<file path="src/rtl/trng_pkg.sv">
// Shared state encoding and default parameters for the ring-oscillator TRNG sequencer.
package trng_pkg;

    typedef enum logic [2:0] {
        IDLE    = 3'd0,
        WARMUP  = 3'd1,
        COLLECT = 3'd2,
        VALID   = 3'd3,
        FAULT   = 3'd4
    } trng_state_e;

    localparam int TRNG_WARMUP_CYCLES = 64;
    localparam int TRNG_WORD_W        = 8;
    localparam int TRNG_REP_LIMIT     = 16;

endpackage

</file>
<file path="src/rtl/trng_rep_test.sv">
// Repetition-count health test: tracks the run of identical accepted bits.
// hit is combinational in the sampling cycle; no backpressure, sampling is gated by sample_en.
module trng_rep_test
    import trng_pkg::*;
#(
    parameter int REP_LIMIT = TRNG_REP_LIMIT
) (
    input  logic clk,
    input  logic rst_n,
    input  logic clear,
    input  logic sample_en,
    input  logic bit_in,
    output logic hit
);

    localparam int RCW = $clog2(REP_LIMIT + 1);
    localparam logic [RCW-1:0] RUN_MAX = RCW'(REP_LIMIT);

    logic           prev_q, prev_d;
    logic [RCW-1:0] run_q, run_d;

    always_comb begin
        prev_d = prev_q;
        run_d  = run_q;
        if (clear) begin
            prev_d = 1'b0;
            run_d  = '0;
        end else if (sample_en) begin
            prev_d = bit_in;
            // A zero run means no bit has been accepted yet this session.
            if (run_q == '0 || bit_in != prev_q) begin
                run_d = RCW'(1);
            end else if (run_q != RUN_MAX) begin
                run_d = run_q + RCW'(1);
            end
        end
    end

    assign hit = sample_en && !clear && (run_d == RUN_MAX);

    always_ff @(posedge clk or posedge rst_n) begin
        if (rst_n) begin
            prev_q <= 1'b0;
            run_q  <= '0;
        end else begin
            prev_q <= prev_d;
            run_q  <= run_d;
        end
    end

endmodule

</file>
<file path="src/rtl/trng_sequencer.sv">
// Ring enable, warm-up discard, word assembly and health-fault control for the TRNG.
// First word WARMUP_CYCLES+WORD_W+1 cycles after req; word held on word_valid until word_ack.
module trng_sequencer
    import trng_pkg::*;
#(
    parameter int WARMUP_CYCLES = TRNG_WARMUP_CYCLES,
    parameter int WORD_W        = TRNG_WORD_W,
    parameter int REP_LIMIT     = TRNG_REP_LIMIT
) (
    input  logic              clk,
    input  logic              rst_n,
    input  logic              req,
    input  logic              bit_in,
    output logic              ring_en,
    output logic [WORD_W-1:0] word_out,
    output logic              word_valid,
    input  logic              word_ack,
    output logic              fault,
    input  logic              clr_fault,
    output logic              busy
);

    localparam int WCW = $clog2(WARMUP_CYCLES + 1);
    localparam int BCW = $clog2(WORD_W + 1);
    localparam logic [WCW-1:0] WARM_LOAD = WCW'(WARMUP_CYCLES - 1);
    localparam logic [BCW-1:0] BIT_LAST  = BCW'(WORD_W - 1);

    trng_state_e       state_q;
    logic [WCW-1:0]    warm_q;
    logic [BCW-1:0]    bcnt_q;
    logic [WORD_W-1:0] shift_q;
    logic [WORD_W-1:0] word_q;
    logic              vld_q, ring_q, fault_q, busy_q;

    logic [WORD_W-1:0] shift_nxt;
    logic              sample_en, rep_clear, rep_hit;

    assign shift_nxt = {shift_q[WORD_W-2:0], bit_in};
    // A bit is only accepted while the session is still requested.
    assign sample_en = (state_q == COLLECT) && req;
    assign rep_clear = (state_q == IDLE) || (state_q == WARMUP);

    trng_rep_test #(
        .REP_LIMIT (REP_LIMIT)
    ) u_rep_test (
        .clk       (clk),
        .rst_n     (rst_n),
        .clear     (rep_clear),
        .sample_en (sample_en),
        .bit_in    (bit_in),
        .hit       (rep_hit)
    );

    always_ff @(posedge clk or posedge rst_n) begin
        if (rst_n) begin
            state_q <= IDLE;
            warm_q  <= '0;
            bcnt_q  <= '0;
            shift_q <= '0;
            word_q  <= '0;
            vld_q   <= 1'b0;
            ring_q  <= 1'b0;
            fault_q <= 1'b0;
            busy_q  <= 1'b0;
        end else begin
            case (state_q)
                IDLE: begin
                    if (req) begin
                        state_q <= WARMUP;
                        warm_q  <= WARM_LOAD;
                        ring_q  <= 1'b1;
                        busy_q  <= 1'b1;
                    end
                end
                WARMUP: begin
                    if (!req) begin
                        state_q <= IDLE;
                        ring_q  <= 1'b0;
                        busy_q  <= 1'b0;
                    end else if (warm_q == '0) begin
                        state_q <= COLLECT;
                        bcnt_q  <= '0;
                    end else begin
                        warm_q <= warm_q - WCW'(1);
                    end
                end
                COLLECT: begin
                    if (!req) begin
                        state_q <= IDLE;
                        ring_q  <= 1'b0;
                        busy_q  <= 1'b0;
                        bcnt_q  <= '0;
                    end else if (rep_hit) begin
                        state_q <= FAULT;
                        ring_q  <= 1'b0;
                        fault_q <= 1'b1;
                        busy_q  <= 1'b0;
                        bcnt_q  <= '0;
                    end else if (bcnt_q == BIT_LAST) begin
                        state_q <= VALID;
                        shift_q <= shift_nxt;
                        word_q  <= shift_nxt;
                        vld_q   <= 1'b1;
                        busy_q  <= 1'b0;
                        bcnt_q  <= '0;
                    end else begin
                        shift_q <= shift_nxt;
                        bcnt_q  <= bcnt_q + BCW'(1);
                    end
                end
                VALID: begin
                    if (word_ack) begin
                        vld_q <= 1'b0;
                        if (req) begin
                            state_q <= COLLECT;
                            busy_q  <= 1'b1;
                        end else begin
                            state_q <= IDLE;
                            ring_q  <= 1'b0;
                        end
                    end
                end
                FAULT: begin
                    if (clr_fault) begin
                        state_q <= IDLE;
                        fault_q <= 1'b0;
                    end
                end
                default: begin
                    state_q <= IDLE;
                    ring_q  <= 1'b0;
                    vld_q   <= 1'b0;
                    busy_q  <= 1'b0;
                end
            endcase
        end
    end

    assign ring_en    = ring_q;
    assign word_out   = word_q;
    assign word_valid = vld_q;
    assign fault      = fault_q;
    assign busy       = busy_q;

endmodule

</file>
<file path="config.mk">
export PLATFORM = sky130hd
export DESIGN_NAME = trng_sequencer
export DESIGN_NICKNAME = d
export VERILOG_FILES = /design/src/rtl/trng_pkg.sv /design/src/rtl/trng_rep_test.sv /design/src/rtl/trng_sequencer.sv
export SDC_FILE = /design/constraint.sdc
export NUM_CORES = 1
export LEC_CHECK = 0
export CAP_MARGIN = 0
export CELL_PAD_IN_SITES_DETAIL_PLACEMENT = 0
export CELL_PAD_IN_SITES_GLOBAL_PLACEMENT = 1
export CORE_MARGIN = 2
export CORE_UTILIZATION = 45
export CTS_CLUSTER_SIZE = 10
export DETAILED_ROUTE_END_ITERATION = 16
export GPL_TIMING_DRIVEN = 0
export PLACE_DENSITY_LB_ADDON = 0.1
export SYNTH_ARGS = -nofsm -noshare
export SYNTH_HDL_FRONTEND = slang
export SYNTH_HIERARCHICAL = 1
export SYNTH_SLANG_ARGS = --single-unit
</file>
<file path="constraint.sdc">
create_clock -name clk -period 3.4 [get_ports clk]
set_input_delay 0.68 -clock clk [delete_from_list [all_inputs] [get_ports clk]]
set_output_delay 0.68 -clock clk [all_outputs]
set_load 0.01 [all_outputs]
</file>
==> flow_summary.yaml <==
outcome:
  status: "finished clean"
floorplan:
  core-area_sq_um: 4354
  die-area_sq_um: 5095
  die_w_microns: 71.38
  die_y_microns: 71.38
  rows: 24
  io_pins: 18
  start_util_pct: 46.93
synth:
  synth_edf_count: 0
  syn_nets: 202
  ys_ff_latch: 39
  ys.flop_type: "dfrtp_1"
  yosysSeqAreaShare_pct: 47.76
  async_flop_share_pct: 100.0
  netlist_area_sq_um: 2043
  ys_types: 50
  avgSynthCellArea_sq_um: 10.70
  yosysWarnings: 6
  syn-instance-count: 191
clock_tree:
  path_clk_slew_ns: 0.07
  clock_sinks: 39
  cts_hold_buf: 0
  clk_path_buf_depth: 2
  cts_tree: "built"
  h-tree-depth: 2
  cts_root_buf: "clkbuf_8"
  numCtsBuffers: 5
  insertion_delay_ns: 0.29
setup_path:
  start_kind: "input port"
  crit_type: "in2reg"
  reg2reg_depth: 9
  worstPathArrival_ns: 3.37
  cp-end-kind: "flop"
  r2r-start: "u_rep_test/run_q[0]$_DFF_PP0_"
  timing.rr.end: "word_out[5]$_DFFE_PP0P_"
  cp_max_fo: 9
  critPathLaunch: "req"
  required_ns: 3.56
  crit_end: "word_out[5]$_DFFE_PP0P_"
  r2r_slack_ns: 0.66
placed_design:
  dpl_worst_slack_ns: -0.5794
  port-buffer-count: 17
  gp_congestion: 0.8186
  dpl.hpwl_mm: 2.911
power_and_ir_drop:
  power.total_mw: 1.342
  power_density_nw_per_um2: 553.2
  irDropWorstVdd_uv: 278.1
  p_leak_nw: 1.029
grt:
  first_global_vias: 1544
  antenna_found_initial: 0
  grt_use_total_pct: 17.72
  grt_pass1_wl_mm: 7.107
  grt_overflow: 0
  grt_max_degree: 34
timing:
  finalSetupViolCount: 0
  maxSlewHeadroom_pct: 50.05
  fin_skew_ns: 0.01051
  worst_slack_ns: 0.1938
  report.final.slew_viol_count: 0
  fmax_mhz: 311.9
  rsz0062_at_grt: "false"
  tightestPinTransition_ns: 0.7436
  fin_crit_sh_pct: 94.30
  hold_viol: 0
  fin_crit_ns: 3.206
detailed_routing:
  dr.first_iter.drc_count: 53
  wl_per_cell_microns: 15.25
  drc_errors: 0
  final_antenna_net_count: 0
  dr.pass1.iters: 4
  wl_mm: 4.117
  num_vias: 1538
  via_per_inst: 5.696
min_path:
  hold_path.class: "reg2reg"
  min_from: "bcnt_q[0]$_DFFE_PP0P_"
cells_and_area:
  layout-drive-gt1-share_pct: 18.35
  synthToLayoutAreaGrowth_pct: 18.68
  diodes: 0
  final_nets: 229
job:
  drv_cap: 0
-- kinds of logic after synthesis --
kind of cell | synth area share (%)
simple gates | 19.72
compound gates | 14.39
flops | 47.77
mux | 10.23
buf+inv | 3.123
fa+ha+maj | 3.062
xor+xnor | 1.715
-- report_power, final --
part           switching [mW]  internal, mW
Clock                   0.157         0.159
Sequential             0.0673         0.549
Combinational           0.220         0.189
-- registers in the layout (all words and copies together) (netlist names) --
register	count
word_out	8
shift_q	7
warm_q	7
u_rep_test/run_q	5
bcnt_q	4
state_q	3
busy	1
fault	1
ring_en	1
u_rep_test/prev_q	1
word_valid	1
-- placed cells by master, fill, tap and decap left out, types with 2 or more instances in the layout --
cell type and n:
buf_4 2, nor3_1 7, mux2_2 15, a21oi_1 8, o21ai_0 9, a31oi_1 6
and2_1 2, nor2_1 16, xnor2_1 2, nand3b_1 4, ha_1 5, xor2_1 2
a2bb2oi_1 2, nand2b_1 9, nor3b_1 2, nand2_1 6, inv_1 9, clkbuf_8 6
nand3_1 4, clkdlybuf4s50_1 17, a22o_1 2, dfrtp_1 39, nor2b_1 3, buf_2 2
mux2i_1 4, clkbuf_1 3
-- critical path, cell delays in order --
cell and delay (ns):
clkdlybuf4s50_1 0.62, nand2b_1 0.08, buf_2 0.21, nor2_4 0.23, and2_1 0.23, a22o_1 0.20
a211oi_2 0.04, buf_2 0.19, nor4_4 0.49, mux2_2 0.41
-- per-layer routing --
layer	wire length (microns)	up-vias	global-route usage [%]	share of wire, %
li1	-	741	-	-
met1	1904	746	23.09	46
met2	1954	45	28.50	47
met3	208	6	5.063	5.1
met4	51	0	6.080	1.2
met5	0	-	0	0
-- synth_stat cells (2+ instances only) --
library cell	n	area, sq um
xor2_1	2	17.52
inv_1	10	37.54
nor2b_1	3	18.77
o21ai_0	9	45.04
mux2_2	15	168.9
nor3b_1	2	15.01
nand3b_1	4	30.03
dfrtp_1	39	975.9
nand3_1	4	20.02
a21oi_1	8	40.04
a2bb2oi_1	2	17.52
clkbuf_1	3	11.26
xnor2_1	2	17.52
nor2_1	17	63.81
nand2_1	6	22.52
nor3_1	7	35.03
nand2b_1	9	56.30
mux2i_1	4	40.04
ha_1	5	62.56
buf_2	3	15.01
a31oi_1	6	37.54
a22o_1	2	17.52
and2_1	2	12.51
-- cell type report --
class	count	area [sq um]
Buffer	6	28.78
Clock buffer	6	82.58
Clock inverter	1	5.005
Fill cell	379	1929
Inverter	10	37.54
Multi-Input combinational cell	136	1017
Sequential cell	39	975.9
Tap cell	52	65.06
Timing Repair Buffer	20	212.7
-- repair_timing --
| item | in CTS | in global routing |
|---|---|---|
| endpoints found under the hold margin | 0 | 0 |
| pin swaps | 1 | 1 |
| endpoints found under the setup margin | 19 | 6 |
| gates cloned | 0 | 0 |
| resized for setup | 3 | 1 |
| setup buffers | 0 | 2 |
-- how the worst min path moves through the flow --
stage | end | slack (ns) | cells past startpoint
after detailed placement | bcnt_q[3]$_DFFE_PP0P_ | 0.49 | 1
after floorplan | bcnt_q[3]$_DFFE_PP0P_ | 0.44 | 1
final | bcnt_q[0]$_DFFE_PP0P_ | 0.50 | 1
after CTS | bcnt_q[3]$_DFFE_PP0P_ | 0.50 | 1
after global placement | bcnt_q[3]$_DFFE_PP0P_ | 0.46 | 1
after global routing | bcnt_q[3]$_DFFE_PP0P_ | 0.51 | 1
-- stage by stage --
stage	utilization, %	setup TNS (ns)	cells	hold WS (ns)	cell area, sq um
6_report	55.69	0	270	0.4996	2425
5_1_grt	55.69	0	270	0.5089	2425
4_1_cts	54.66	0	267	0.4980	2380
3_5_place_dp	52.33	-9.609	260	0.4881	2278
3_3_place_gp	52.33	-9.357	260	0.4581	2278
2_1_floorplan	-	0	191	0.4414	2043
Note: power is estimated with default switching activity, not from simulation.
